`config.mk`:
```
export PLATFORM = sky130hd
export DESIGN_NAME = booth_mult_32
export DESIGN_NICKNAME = d
export VERILOG_FILES = /design/src/rtl/booth_mult_32.sv
export SDC_FILE = /design/constraint.sdc
export NUM_CORES = 1
export LEC_CHECK = 0
export ABC_AREA = 1
export CELL_PAD_IN_SITES_DETAIL_PLACEMENT = 1
export CELL_PAD_IN_SITES_GLOBAL_PLACEMENT = 2
export CORE_UTILIZATION = 29
export CTS_CLUSTER_SIZE = 10
export DETAILED_ROUTE_END_ITERATION = 8
export PLACE_DENSITY_LB_ADDON = 0.1
export SLEW_MARGIN = 10
export SYNTH_ARGS = -nofsm -noshare
export SYNTH_HDL_FRONTEND = slang
export SYNTH_SLANG_ARGS = --single-unit
```
`constraint.sdc`:
```
create_clock -name clock -period 3.4 [get_ports clock]
set_clock_uncertainty 0.15 [all_clocks]
set_input_delay 0.34 -clock clock [delete_from_list [all_inputs] [get_ports clock]]
set_output_delay 0.34 -clock clock [all_outputs]
set_load 0.02 [all_outputs]
```
`src/rtl/booth_mult_32.sv`:
```
// Radix-2 Booth multicycle signed multiplier for the execute stage.
// One add/subtract of the multiplicand and one arithmetic right shift per clock.
// The result is written back through the shared result mux, qualified by a one-cycle ready pulse.
module booth_mult_32 #(
    parameter int WIDTH = 32
) (
    input  logic             clock,
    input  logic             reset_n,
    input  logic             ctrl_mult,
    input  logic [WIDTH-1:0] data_operandA,
    input  logic [WIDTH-1:0] data_operandB,
    output logic [WIDTH-1:0] data_result,
    output logic             data_exception,
    output logic             data_resultRDY,
    output logic             busy
);

    localparam int CW = (WIDTH > 1) ? $clog2(WIDTH) : 1;

    typedef enum logic [1:0] {IDLE, RUN, DONE} state_t;

    state_t           state;
    logic [CW-1:0]    count;
    // The accumulator is WIDTH+1 bits so that subtracting the most-negative multiplicand cannot wrap.
    logic [WIDTH:0]   m_reg;
    logic [WIDTH:0]   acc;
    logic [WIDTH-1:0] q;
    logic             q_1;

    logic [WIDTH:0]   sum;
    logic [WIDTH:0]   acc_nxt;
    logic [WIDTH-1:0] q_nxt;
    logic [WIDTH:0]   hi_bits;
    logic             ovf;

    // One Booth step: add or subtract M according to {Q[0], q_1}, then shift the whole of P right arithmetically.
    always_comb begin
        sum = acc;
        case ({q[0], q_1})
            2'b01:   sum = acc + m_reg;
            2'b10:   sum = acc - m_reg;
            default: sum = acc;
        endcase
        acc_nxt = {sum[WIDTH], sum[WIDTH:1]};
        q_nxt   = {sum[0], q[WIDTH-1:1]};
        // The product fits in WIDTH signed bits only when bits [2W-1:W-1] all equal the sign bit.
        hi_bits = {acc_nxt[WIDTH-1:0], q_nxt[WIDTH-1]};
        ovf     = !((&hi_bits) || (~|hi_bits));
    end

    // Control FSM and datapath registers. A start pulse in any state restarts the operation with fresh operands.
    always_ff @(posedge clock or negedge reset_n) begin
        if (!reset_n) begin
            state          <= IDLE;
            count          <= '0;
            m_reg          <= '0;
            acc            <= '0;
            q              <= '0;
            q_1            <= 1'b0;
            data_result    <= '0;
            data_exception <= 1'b0;
            data_resultRDY <= 1'b0;
            busy           <= 1'b0;
        end else begin
            data_resultRDY <= 1'b0;
            data_exception <= 1'b0;
            if (ctrl_mult) begin
                state <= RUN;
                count <= '0;
                m_reg <= {data_operandA[WIDTH-1], data_operandA};
                acc   <= '0;
                q     <= data_operandB;
                q_1   <= 1'b0;
                busy  <= 1'b1;
            end else begin
                case (state)
                    RUN: begin
                        acc   <= acc_nxt;
                        q     <= q_nxt;
                        q_1   <= q[0];
                        count <= count + 1'b1;
                        if (count == CW'(WIDTH - 1)) begin
                            state          <= DONE;
                            busy           <= 1'b0;
                            data_result    <= q_nxt;
                            data_exception <= ovf;
                            data_resultRDY <= 1'b1;
                        end
                    end
                    DONE:    state <= IDLE;
                    default: state <= IDLE;
                endcase
            end
        end
    end

endmodule

```
=== Word-level counts from Yosys, hierarchy flattened ===
Index checks and enable logic that the tools add are counted.
Widths: inputs -> output; s select.

* $add $sub $neg: 3
* Equal/unequal tests: 5
* Multiplexer cells: 21
* Bitwise operators: 1
* Reductions and logical operators: 9

{| class="wikitable"
|+ Operator list
! kind !! number
|-
| $mux 33 || 2
|-
| $pmux 33 s2 || 1
|-
| $mux 32 || 2
|-
| $add 33x33->33 || 1
|-
| $reduce_and 33->1 || 1
|-
| $reduce_or 33->1 || 1
|-
| $sub 33x33->33 || 1
|-
| $mux 1 || 11
|-
| $mux 5 || 2
|-
| $mux 2 || 3
|-
| $add 5x1->5 const B || 1
|-
| $eq 5x5->1 const B || 1
|-
| $eq 2x1->1 const B || 2
|-
| $reduce_bool 2->1 || 2
|-
| $ne 3x3->1 const B || 1
|-
| $reduce_and 3->1 || 1
|-
| $eq 2x2->1 const B || 1
|-
| $logic_not 1->1 || 2
|-
| $reduce_and 2->1 || 1
|-
| $logic_or 1x1->1 || 1
|-
| $not 1->1 || 1
|}

* Register bits: 140
* Output and inout port bits: 35
* Word-level logic and storage cells: 49

=== Logic depth before layout (Yosys ltp) ===
Gate-level depths: netlist of run 1.

* Depth in word-level cells: 9
* Depth in mapped cells: 30

=== Worst setup path before layout of run 1 ===
No wires, ideal clock.

* Path kind: reg-to-reg
* Start: reg m_reg[0]
* End: reg data_exception
* Setup time: 117 ps
* Data arrival time: 3198 ps
* Slack: -64 ps
* Cell stages (with the launch flop): 26
* Cells stage by stage: dfrtp_1 inv_1 ha_1 nand3_2 nor4_4 nand4_2 nor3_2 inv_1 o21ai_1 nand2_1 xor2_1 ha_1 nand2_1 nand2_1 a31oi_1 nand2_1 a21oi_1 nand3_1 nand3_1 nand2_1 nor2_1 nand2_1 nor2_1 nand3_1 nor2_1 nor2_1

* Word-level cells in the longest chain between the ends: 9
* Elaborated cells between the ends (all ways): 11

{| class="wikitable"
|+ Ends and longest elaborated chain
! item !! line !! text
|-
| from (decl) || 25 || <nowiki>logic [WIDTH:0] m_reg;</nowiki>
|-
| from (signal assigned) || 70 || <nowiki>m_reg <= {data_operandA[WIDTH-1], data_operandA};</nowiki>
|-
| $sub 33x33->33 or $add 33x33->33 (tied branches) || 41, 40 ||
|-
| $pmux 33 s2 (*) || 39 || <nowiki>case ({q[0], q_1})</nowiki>
|-
| $reduce_or 33->1 || 48 || <nowiki>ovf = !((&hi_bits) || (~|hi_bits));</nowiki>
|-
| $logic_not 1->1 || 48 ||
|-
| $logic_or 1x1->1 (*) || 48 ||
|-
| $logic_not 1->1 (*) || 48 ||
|-
| $mux 1 (*) || 82 || <nowiki>if (count == CW'(WIDTH - 1)) begin</nowiki>
|-
| $mux 1 (*) || 76 || <nowiki>case (state)</nowiki>
|-
| $mux 1 (*) || 67 || <nowiki>if (ctrl_mult) begin</nowiki>
|-
| to (signal assigned) || 86 || <nowiki>data_exception <= ovf;</nowiki>
|-
| to (decl) || 13 || <nowiki>output logic data_exception,</nowiki>
|}

Every way passes the cells marked *; elsewhere a longest branch is shown, timed or not.
A chain may end at the register's enable or synchronous reset.

=== Worst setup path in the final report of run 1 ===
* Start: reg m_reg[1]
* End: reg data_exception

Same word-level chain as after synthesis.

==> metrics.txt, run 1 <==
Avg WL per Cell=16.67 um; effective utilization at floorplan=0.2975; critical path type=reg -> reg; DRC violations left=0; pin count of the biggest net entering global routing=68; worst hold-check path type=in -> reg; final clock period utilization by the worst path=1.196; transition time of the tightest slew-check pin=0.9444 ns; number of nets in the final layout=roughly 1800; instance count after placement with tap cells included=2057; Post-Synthesis Mean Instance Area=around 7 um^2; crit start category=flip-flop; worst reg2reg endpoint=data_exception$_DFF_PN0_; setup repair after global routing missed its margin=yes; detailed-routing iteration count for the pre-antenna-repair pass=5; synthesized area=~9500 um^2; leakage component of the power=0.006967 uW; DIE HEIGHT=182.6 um; count of unique library cells instantiated by Yosys=43; number of standard cells in the layout, taps in and fillers out=2117; final number of setup-violating endpoints=19; FF-to-FF Start=m_reg[1]$_DFFE_PN0P_; Worst Setup End Kind=flip-flop; library cell occupying the most area in the post-synthesis netlist=sky130_fd_sc_hd__dfrtp_1; area share of the largest cell type after synthesis=0.3676; vias in the first global route=around 10000; clock root cell=sky130_fd_sc_hd__clkbuf_16; global-route congestion overflow total=0; number of pins exceeding their max-slew limit in the final report=0; count of mapped cells out of synthesis=1386; total routing resource utilization after global routing=0.2169; number of inserted diodes=0; commonest register cell after synthesis=sky130_fd_sc_hd__dfrtp_1; DIE WIDTH=around 180 um; vias post-DR=about 10000; maximum vdd drop=0.3790 mV; critical path data arrival time=4.24 ns; DR iter-0 viols=just over 400; number of hold-slack violations in the final timing report=0; max cap viols=0; count of fill cells added during filler insertion=3895; antenna viol nets, final=0; first-pass GRT wire length=56320 um; part of the Yosys area used for sequential elements=0.3676; area of the die=33350 um^2; number of warnings reported in the yosys synthesis log=0; dominant cells by area after synthesis=sky130_fd_sc_hd__dfrtp_1 37%, sky130_fd_sc_hd__nand2_1 17%, sky130_fd_sc_hd__inv_1 9.2%, sky130_fd_sc_hd__ha_1 4.8%, sky130_fd_sc_hd__nand3_1 4.4%; initial antenna violation count=0; number of nets in the synthesized netlist=1490; htree depth=4; register area=3478 um^2; # port buffers=101; via density per instance=4.639; Final TNS setup=-5.514 ns; Max clock buf depth=2; Worst EP required=3.57 ns; shortest period the worst path allows=4.067 ns; highest net fanout along the worst path=3; share of final-layout standard cells stronger than drive strength 1=0.2883; clock-pin slew on the worst setup and hold paths=0.07 ns; metal1 wirelength=16720 um; Worst Reg2Reg Path Length in Cells=30; Core Rows=between 60 and 70; CTS tree=yes; fraction of synthesis flops using an asynchronous set or reset pin=1.000; internal reg-to-reg setup slack=-0.67 ns; highest routing layer actually used=met4; flip-flop and latch count after synthesis=139; minimum setup slack in the final design=-0.6669 ns; core area=between 30000 and 40000 um^2; failing checks=negative setup slack; post-route total power=between 7000 and 8000 uW; normalized max-slew margin=0.3695; number of flops mapped to enable cells by yosys=0; worst skew pair latency=about 0.43 ns; WL final=35300 um; metal2 WL=16770 um; Layout area overhead=47.75%; total clock buffers created by CTS=17; Boundary Pins=102; combined area of the multi-input logic cells=~5900 um^2; power per unit of standard cell area=between 500 and 600 nW/um^2; Crit. Startpoint=m_reg[1]$_DFFE_PN0P_; maximum frequency from static timing analysis=245.9 MHz; Worst setup endpoint=data_exception$_DFF_PN0_; DPL Wire Length=27280 um; Placer Congestion=0.8765; met3 wire length=1259 um; library cell contributing the largest single delay on the critical path=sky130_fd_sc_hd__dfrtp_1; clock net sink count=approximately 140; run status=complete, but fails checks; slowest cell delay on critical path=a little under 0.4 ns
==> cells in the final DEF, fill, tap and decap left out, drive strengths merged <==
master,synthesis,routed
nor4,3,3
o31ai,1,1
nor2,112,112
o221ai,31,31
o21a,1,1
o21bai,2,2
ha,36,36
xnor2,1,1
o21ai,94,94
a21oi,28,28
or2,1,1
a21o,1,1
inv,248,253
o22ai,21,21
o211ai,1,1
nand2,468,468
xor2,30,30
and3,2,2
a22o,2,2
clkbuf,29,18
nor3,11,11
nand3,88,88
nand4,14,14
a31oi,3,3
buf,10,203
dlygate4sd3,0,1
nand3b,3,3
fa,1,1
clkinv,2,5
clkdlybuf4s50,0,99
dfrtp,139,139
clkinvlp,0,6
and2,3,3
==> synth_stat cells, types with 4 or more instances <==
cell type,number
sky130_fd_sc_hd__o21ai_1,8
sky130_fd_sc_hd__inv_2,17
sky130_fd_sc_hd__clkbuf_1,29
sky130_fd_sc_hd__buf_2,5
sky130_fd_sc_hd__o221ai_1,31
sky130_fd_sc_hd__nor2_1,97
sky130_fd_sc_hd__nor2_2,12
sky130_fd_sc_hd__dfrtp_1,139
sky130_fd_sc_hd__nor3_2,4
sky130_fd_sc_hd__o22ai_1,21
sky130_fd_sc_hd__a21oi_1,25
sky130_fd_sc_hd__xor2_1,30
sky130_fd_sc_hd__o21ai_0,83
sky130_fd_sc_hd__nor3_1,7
sky130_fd_sc_hd__nand2_1,439
sky130_fd_sc_hd__nand3_2,4
sky130_fd_sc_hd__nand3_1,84
sky130_fd_sc_hd__ha_1,36
sky130_fd_sc_hd__inv_1,231
sky130_fd_sc_hd__nand2_2,29
sky130_fd_sc_hd__nand4_1,13
==> layer usage <==
layer,GRT usage,vias to the layer above
li1,-,4932
met1,0.2876,4728
met2,0.3664,129
met3,0.03652,32
met4,0.05076,0
met5,0,-
==> stage by stage <==
step                      instance area (um^2)  hold slack (ns)  utilization  worst slack [ns]
final                                    13980           0.2315       0.4396           -0.6669
after global routing                     13980           0.2749       0.4396           -0.9521
after CTS                                13380           0.2240       0.4209           -0.6509
after detailed placement                 12180           0.1522       0.3830           -0.8174
after global placement                   12180           0.1529       0.3830           -0.7207
after floorplan                           9469          -0.1056            -           0.04457
==> worst max-delay path, delay by kind of cell (launching register included) <==
family | cells | cell delay [ns]
AO/OA/AOI/OAI | 4 | 0.62
XOR/XNOR | 1 | 0.23
adder cells (fa/ha/maj) | 1 | 0.29
buffers and inverters | 6 | 0.56
flip-flops | 1 | 0.39
AND/OR/NAND/NOR | 18 | 1.72
==> layout make-up <==
class,instances,share of cell area
timing repair buffer,303,0.1859
inverter,250,0.06713
clock inverter,14,0.007876
multi-input combinational,958,0.4199
clock buffer,18,0.03141
sequential,139,0.2488
tap,435,0.03893
==> how the worst min path moves through the flow <==
stage,cells after the start,start,slack [ns],end
floorplan,0,reset_n,-0.11,acc[0]$_DFFE_PN0N_
detailed placement,1,reset_n,0.15,data_result[22]$_DFFE_PN0P_
CTS,3,ctrl_mult,0.22,m_reg[9]$_DFFE_PN0P_
finish,3,ctrl_mult,0.23,m_reg[9]$_DFFE_PN0P_
global placement,1,reset_n,0.15,data_result[22]$_DFFE_PN0P_
global route,2,reset_n,0.27,data_result[21]$_DFFE_PN0P_
==> kinds of logic after synthesis <==
logic type | synth area share
AND/OR/NAND/NOR | 0.3198
buffers and inverters | 0.1161
AO/OA/AOI/OAI | 0.1181
flip-flops | 0.3676
adder cells (fa/ha/maj) | 0.04972
XOR/XNOR | 0.02870
==> power by group <==
group / leakage (uW) / internal (uW) / switching, uW
registers: 0.00171 / 1830 / 141
clock network: 0.000254 / 963 / 798
logic: 0.00500 / 1790 / 2370
total: 0.00697 / 4590 / 3310
==> timing repair <==
| action | 4_1_cts | 5_1_grt |
|---|---|---|
| endpoints found under the setup margin | 19 | 26 |
| gates resized for setup | 131 | 123 |
| buffers inserted | 14 | 17 |
| gates cloned | 0 | 0 |
| pin swaps | 43 | 78 |
| hold endpoints to repair | 42 | 0 |
| hold buffers | 1 | 0 |
Note: power is estimated with default switching activity, not from simulation.
==> inputs of run 2 (changes only) <==
--- a/config.mk
+++ b/config.mk
@@ -8,7 +8,8 @@
 export ABC_AREA = 1
 export CELL_PAD_IN_SITES_DETAIL_PLACEMENT = 1
 export CELL_PAD_IN_SITES_GLOBAL_PLACEMENT = 2
-export CORE_UTILIZATION = 29
+export CORE_MARGIN = 2
+export CORE_UTILIZATION = 30
 export CTS_CLUSTER_SIZE = 10
 export DETAILED_ROUTE_END_ITERATION = 8
 export PLACE_DENSITY_LB_ADDON = 0.1
==> constraint.sdc (replaced) <==
create_clock -name clock -period 4.7 [get_ports clock]
set_clock_uncertainty 0.15 [all_clocks]
set_input_delay 0.47 -clock clock [delete_from_list [all_inputs] [get_ports clock]]
set_output_delay 0.47 -clock clock [all_outputs]
set_load 0.02 [all_outputs]
==> metrics.txt, run 2 (synthesis results as in run 1) <==
run status=completed; vias in the first global route=9314 (-10%); DIE HEIGHT=181.6 um (-0.57%); DR iter-0 viols=348 (-14%); Avg WL per Cell=16.67 um (about the same); internal reg-to-reg setup slack=0.46 ns (+1.12 ns); detailed-routing iteration count for the pre-antenna-repair pass=4 (-1); pin count of the biggest net entering global routing=93 (+37%); highest net fanout along the worst path=5 (+2); final clock period utilization by the worst path=0.9030 (-0.2931); FF-to-FF Start=m_reg[0]$_DFFE_PN0P_; count of fill cells added during filler insertion=3906 (+0.28%); crit start category=flip-flop; slowest cell delay on critical path=0.38 ns (about the same); critical path type=reg -> reg; area of the die=32970 um^2 (-1.1%); core area=31310 um^2 (-1.5%); initial antenna violation count=2 (+2); final core area utilization=0.3668 (-0.07287); vias post-DR=8900 (-9.4%); maximum frequency from static timing analysis=235.6 MHz (-4.2%); effective utilization at floorplan=0.3022 (+0.004637); leakage component of the power=0.005878 uW (-16%); library cell contributing the largest single delay on the critical path=sky130_fd_sc_hd__dfrtp_1; Boundary Pins=102 (unchanged); sequence of cells on the critical path=inv_1, ha_1, nand3_2, nor4_4, nand4_2, o21ai_2, o21ai_1, nor2_1, xor2_1, ha_1, a21o_1, nor2_1, nand2_1, a21oi_1, nand2_1, nand2_1, nand3_1, nand2_2, nand3_1, nor2_1, nand4_1, nand2_1, nor2_1; Core Rows=65 (unchanged); first-pass GRT wire length=51420 um (-8.7%); normalized max-slew margin=0.2028 (-0.1667); number of inserted diodes=0 (unchanged); worst skew pair latency=0.43 ns (about the same); most used cells in the layout excluding fill and tap cells=438 x sky130_fd_sc_hd__nand2_1, 230 x sky130_fd_sc_hd__inv_1, 139 x sky130_fd_sc_hd__dfrtp_1; Worst Setup End Kind=flip-flop; total routing resource utilization after global routing=0.1992 (-0.01778); setup repair after global routing missed its margin=no; clock root cell=sky130_fd_sc_hd__clkbuf_16; Final TNS setup=0 ns (+5.514 ns); critical path buffer and inverter count=1 (-5); number of nets in the final layout=1582 (-11%); worst hold-check path type=in -> reg; DIE WIDTH=181.6 um (-0.57%); Worst EP required=4.87 ns (+1.30 ns); share of final-layout standard cells stronger than drive strength 1=0.08652 (-0.2018); transition time of the tightest slew-check pin=1.194 ns (+0.2496 ns); global-route congestion overflow total=0 (unchanged); min-delay src=ctrl_mult; # port buffers=101 (unchanged); final number of setup-violating endpoints=0 (-19); clock net sink count=139 (unchanged); Placer Congestion=0.7970 (-9.1%); CTS tree=yes; number of hold-slack violations in the final timing report=0 (unchanged); DRC violations left=0 (unchanged); DPL Wire Length=24570 um (-9.9%); gate family responsible for the most delay along the worst path=simple AND/OR/NAND/NOR gates; Crit. Startpoint=m_reg[0]$_DFFE_PN0P_; maximum vdd drop=0.2470 mV (-35%); Max clock buf depth=2 (unchanged); via density per instance=4.702 (+1.3%); antenna viol nets, final=0 (unchanged); max cap viols=0 (unchanged); Layout area overhead=21.37%; most common library cell in the layout ignoring fill and taps=sky130_fd_sc_hd__nand2_1; total clock buffers created by CTS=17 (unchanged); power per unit of standard cell area=406.0 nW/um^2 (-28%); critical path data arrival time=4.41 ns (+0.17 ns); shortest period the worst path allows=4.244 ns (+0.1774 ns); WL final=31560 um (-11%); number of pins exceeding their max-slew limit in the final report=0 (unchanged); htree depth=4 (unchanged); clock-pin slew on the worst setup and hold paths=0.06 ns (about the same)
## run 2: cell types whose count changed in the layout (fill, tap and decap cells not counted), sizes merged
cell / previous run / this run
buf: 203 / 12
bufinv: 0 / 1
clkbuf: 18 / 19
clkinv: 5 / 8
clkinvlp: 6 / 4
inv: 253 / 250
## run 2: worst reg2reg max path, stage by stage (launching register included)
cell	delay (ns)
sky130_fd_sc_hd__dfrtp_1	0.38
sky130_fd_sc_hd__inv_1	0.09
sky130_fd_sc_hd__ha_1	0.18
sky130_fd_sc_hd__nand3_2	0.15
sky130_fd_sc_hd__nor4_4	0.30
sky130_fd_sc_hd__nand4_2	0.22
sky130_fd_sc_hd__o21ai_2	0.20
sky130_fd_sc_hd__o21ai_1	0.17
sky130_fd_sc_hd__nor2_1	0.16
sky130_fd_sc_hd__xor2_1	0.26
sky130_fd_sc_hd__ha_1	0.33
sky130_fd_sc_hd__a21o_1	0.23
sky130_fd_sc_hd__nor2_1	0.12
sky130_fd_sc_hd__nand2_1	0.07
sky130_fd_sc_hd__a21oi_1	0.15
sky130_fd_sc_hd__nand2_1	0.07
sky130_fd_sc_hd__nand2_1	0.05
sky130_fd_sc_hd__nand3_1	0.13
sky130_fd_sc_hd__nand2_2	0.16
sky130_fd_sc_hd__nand3_1	0.12
sky130_fd_sc_hd__nor2_1	0.21
sky130_fd_sc_hd__nand4_1	0.11
sky130_fd_sc_hd__nand2_1	0.07
sky130_fd_sc_hd__nor2_1	0.04
## run 2: final cells by class
cell class	instances	area, um^2	share of cell area
inverter	250	938.4	0.08172
multi-input combinational	958	4910	0.4275
clock buffer	19	442.9	0.03857
sequential	139	3478	0.3029
timing repair buffer	112	1092	0.09512
tap	402	503.0	0.04380
clock inverter	13	118.9	0.01035
## run 2: worst paths after layout
check,end,cells after the start
worst max-delay path,data_exception$_DFF_PN0_,23
worst min-delay path,acc[0]$_DFFE_PN0N_,4
worst max register to register,data_exception$_DFF_PN0_,23
worst min register to register,data_result[2]$_DFFE_PN0P_,2
max in group asynchronous,m_reg[17]$_DFFE_PN0P_,3
min in group asynchronous,data_result[21]$_DFFE_PN0P_,2
## run 2: where the power goes
| group | total (uW) | internal, uW | switching [uW] |
|---|---|---|---|
| registers | 1410 | 1320 | 88.5 |
| clock network | 1300 | 744 | 558 |
| logic | 1950 | 637 | 1310 |
## run 2: through the flow
| stage | power [uW] | worst slack (ns) | hold slack [ns] | cell area [um^2] | cells |
|---|---|---|---|---|---|
| floorplan | 2755 | 1.236 | 0.02441 | 9462 | 1386 |
| global placement | 3371 | 0.2756 | 0.2979 | 10890 | 1860 |
| detailed placement | 3395 | 0.2297 | 0.3186 | 10890 | 1860 |
| CTS | 4721 | 0.2189 | 0.3129 | 11460 | 1893 |
| global route | 5047 | 0.03769 | 0.3431 | 11480 | 1893 |
| finish | 4663 | 0.4557 | 0.3207 | 11480 | 1893 |
## run 2: timing repair
action                     in CTS  in global routing
hold endpoints to repair       19                  0
hold buffers                    1                  0
resized for setup               0                  7
setup endpoints to repair       0                  1
setup buffers                   0                  0
## run 2: metal layers
| layer | vias up | share of wire | track usage |
|---|---|---|---|
| li1 | 4552 | - | - |
| met1 | 4206 | 0.48 | 0.2682 |
| met2 | 125 | 0.46 | 0.3295 |
| met3 | 17 | 0.048 | 0.04392 |
| met4 | 0 | 0.0087 | 0.03967 |
| met5 | - | 0 | 0 |
==> inputs of run 3 (changes only) <==
--- a/config.mk
+++ b/config.mk
@@ -12,6 +12,7 @@
 export CORE_UTILIZATION = 30
 export CTS_CLUSTER_SIZE = 10
 export DETAILED_ROUTE_END_ITERATION = 8
+export GPL_TIMING_DRIVEN = 0
 export PLACE_DENSITY_LB_ADDON = 0.1
 export SLEW_MARGIN = 10
 export SYNTH_ARGS = -nofsm -noshare
==> metrics.txt, run 3 (synthesis results as in run 1) <==
core area=31310 um^2 (unchanged); min-delay src=count[3]$_DFFE_PN0N_; initial antenna violation count=1 (-1); total cell area at the placement stage=11010 um^2 (+1.1%); slowest cell delay on critical path=0.39 ns (about the same); max cap viols=0 (unchanged); share of final-layout standard cells stronger than drive strength 1=0.08218 (-0.004336); number of nets in the final layout=1612 (+1.9%); leakage component of the power=0.005938 uW (+1.0%); number of standard cells in the layout, taps in and fillers out=1923 (+1.6%); # port buffers=101 (unchanged); run status=completed; Final TNS setup=0 ns (unchanged); number of pins exceeding their max-slew limit in the final report=0 (unchanged); Layout area overhead=23.55%; critical path data arrival time=4.46 ns (+0.05 ns); Crit. Startpoint=m_reg[0]$_DFFE_PN0P_; pin count of the biggest net entering global routing=95 (+2.2%); Avg WL per Cell=17.26 um (+3.5%); library cell contributing the largest single delay on the critical path=sky130_fd_sc_hd__dfrtp_1; WL final=33190 um (+5.2%); htree depth=4 (unchanged); most numerous cell on the critical path=sky130_fd_sc_hd__nand2_1; DIE HEIGHT=181.6 um (unchanged); Max clock buf depth=2 (unchanged); power per unit of standard cell area=413.5 nW/um^2 (+1.8%); post-route total power=4834 uW (+3.7%); critical path type=reg -> reg; instance count after placement with tap cells included=1890 (+1.6%); via density per instance=4.686 (-0.32%); Core Rows=65 (unchanged); global-route congestion overflow total=0 (unchanged); most used cells in the layout excluding fill and tap cells=439 x sky130_fd_sc_hd__nand2_1, 231 x sky130_fd_sc_hd__inv_1, 139 x sky130_fd_sc_hd__dfrtp_1; DRC violations left=0 (unchanged); DPL Wire Length=27060 um (+10%); effective utilization at floorplan=0.3022 (unchanged); first-pass GRT wire length=53000 um (+3.1%); gate family responsible for the most delay along the worst path=simple AND/OR/NAND/NOR gates; count of fill cells added during filler insertion=3913 (+0.18%); number of inserted diodes=0 (unchanged); setup repair after global routing missed its margin=no; clock root cell=sky130_fd_sc_hd__clkbuf_16; logic depth of the worst path, buffers included=27 (+17%); CTS tree=yes; number of hold-slack violations in the final timing report=0 (unchanged); final clock period utilization by the worst path=0.9126 (+0.009531); shortest period the worst path allows=4.289 ns (+0.04480 ns); DIE WIDTH=181.6 um (unchanged); vias post-DR=9012 (+1.3%); maximum vdd drop=0.2256 mV (-8.7%); area of all placed cells without fillers=11690 um^2 (+1.8%); normalized max-slew margin=0.4368 (+0.2340); Worst EP required=4.87 ns (about the same); crit start category=flip-flop; most common library cell in the layout ignoring fill and taps=sky130_fd_sc_hd__nand2_1; Post-CTS Setup Bufs=0 (unchanged); worst hold-check path type=reg -> reg; area of the die=32970 um^2 (unchanged); maximum frequency from static timing analysis=233.1 MHz (-1.0%); detailed-routing iteration count for the pre-antenna-repair pass=4 (unchanged); Boundary Pins=102 (unchanged); Worst Reg2Reg Path Length in Cells=27 (+17%); FF-to-FF Start=m_reg[0]$_DFFE_PN0P_; vias in the first global route=9547 (+2.5%); Placer Congestion=0.8035 (+0.82%); DR iter-0 viols=278 (-20%); transition time of the tightest slew-check pin=0.8447 ns (-0.3493 ns); total routing resource utilization after global routing=0.2083 (+0.009149); Worst Setup End Kind=flip-flop; combined area of the multi-input logic cells=4917 um^2 (+0.15%); clock-pin slew on the worst setup and hold paths=0.06 ns (about the same); clock net sink count=139 (unchanged); worst skew pair latency=0.43 ns (about the same); antenna viol nets, final=0 (unchanged); register area=3478 um^2 (unchanged); worst hold stages=1 (-3); total clock buffers created by CTS=17 (unchanged); final number of setup-violating endpoints=0 (unchanged); critical path buffer and inverter count=3 (+2); highest net fanout along the worst path=6 (+1); smallest hold slack=0.3328 ns (+0.01210 ns)
[run 3: cell type report]
type / instances / area share
well taps: 402 / 0.04303
flip-flops and latches: 139 / 0.2975
clock buffers: 22 / 0.04057
repair buffers: 103 / 0.09012
plain buffers: 39 / 0.01381
multi-input cells: 958 / 0.4206
clock inverters: 10 / 0.01402
inverters: 250 / 0.08027
[run 3: per-layer routing]
metal,track usage,up-vias,share of wire
met5,0,-,0.00027
met4,0.04585,2,0.0093
met3,0.04573,23,0.043
met2,0.3552,102,0.47
met1,0.2703,4273,0.47
li1,-,4612,-
[run 3: per-stage QoR]
step | utilization | setup slack (ns)
final | 0.3733 | 0.4109
after global routing | 0.3733 | 0.03760
after CTS | 0.3723 | 0.1534
after detailed placement | 0.3516 | 0.1654
after global placement | 0.3505 | -3.090
after floorplan | - | 1.236
[run 3: final timing paths]
path	slack (ns)	end
max	0.41	data_exception$_DFF_PN0_
min	0.33	count[3]$_DFFE_PN0N_
max reg2reg	0.41	data_exception$_DFF_PN0_
min reg2reg	0.33	count[3]$_DFFE_PN0N_
max in group asynchronous	3.19	acc[24]$_DFFE_PN0N_
min in group asynchronous	0.38	data_result[21]$_DFFE_PN0P_
[run 3: where the power goes]
part	total [uW]	internal (uW)	switching, uW
combinational	1940	642	1300
sequential	1420	1320	95.8
clock	1470	930	539
total	4830	2900	1940
[run 3: worst reg2reg max path: stages, from the launching register on]
cell and delay (ns):
sky130_fd_sc_hd__dfrtp_1 0.39, sky130_fd_sc_hd__inv_1 0.11, sky130_fd_sc_hd__ha_1 0.19, sky130_fd_sc_hd__nand3_2 0.14
sky130_fd_sc_hd__nor4_4 0.28, sky130_fd_sc_hd__nand4_4 0.19, sky130_fd_sc_hd__o21ai_2 0.21, sky130_fd_sc_hd__o21ai_1 0.16
sky130_fd_sc_hd__nor2_1 0.17, sky130_fd_sc_hd__xor2_1 0.30, sky130_fd_sc_hd__ha_2 0.39, sky130_fd_sc_hd__nand2_1 0.08
sky130_fd_sc_hd__nand2_1 0.08, sky130_fd_sc_hd__inv_1 0.06, sky130_fd_sc_hd__nand2_1 0.06, sky130_fd_sc_hd__inv_1 0.05
sky130_fd_sc_hd__nand2_1 0.06, sky130_fd_sc_hd__a21oi_2 0.19, sky130_fd_sc_hd__nand2_1 0.10, sky130_fd_sc_hd__nand2_1 0.07
sky130_fd_sc_hd__nand3_1 0.10, sky130_fd_sc_hd__nand2_1 0.11, sky130_fd_sc_hd__nor2_1 0.06, sky130_fd_sc_hd__nand2_1 0.11
sky130_fd_sc_hd__nor2_1 0.05, sky130_fd_sc_hd__nand4_1 0.07, sky130_fd_sc_hd__nand2_1 0.05, sky130_fd_sc_hd__nor2_1 0.22
[run 3: timing repair]
| item | 4_1_cts | 5_1_grt |
|---|---|---|
| hold buffers | 1 | 0 |
| endpoints found under the setup margin | 0 | 1 |
| gates resized for setup | 0 | 10 |
| hold endpoints to repair | 45 | 0 |
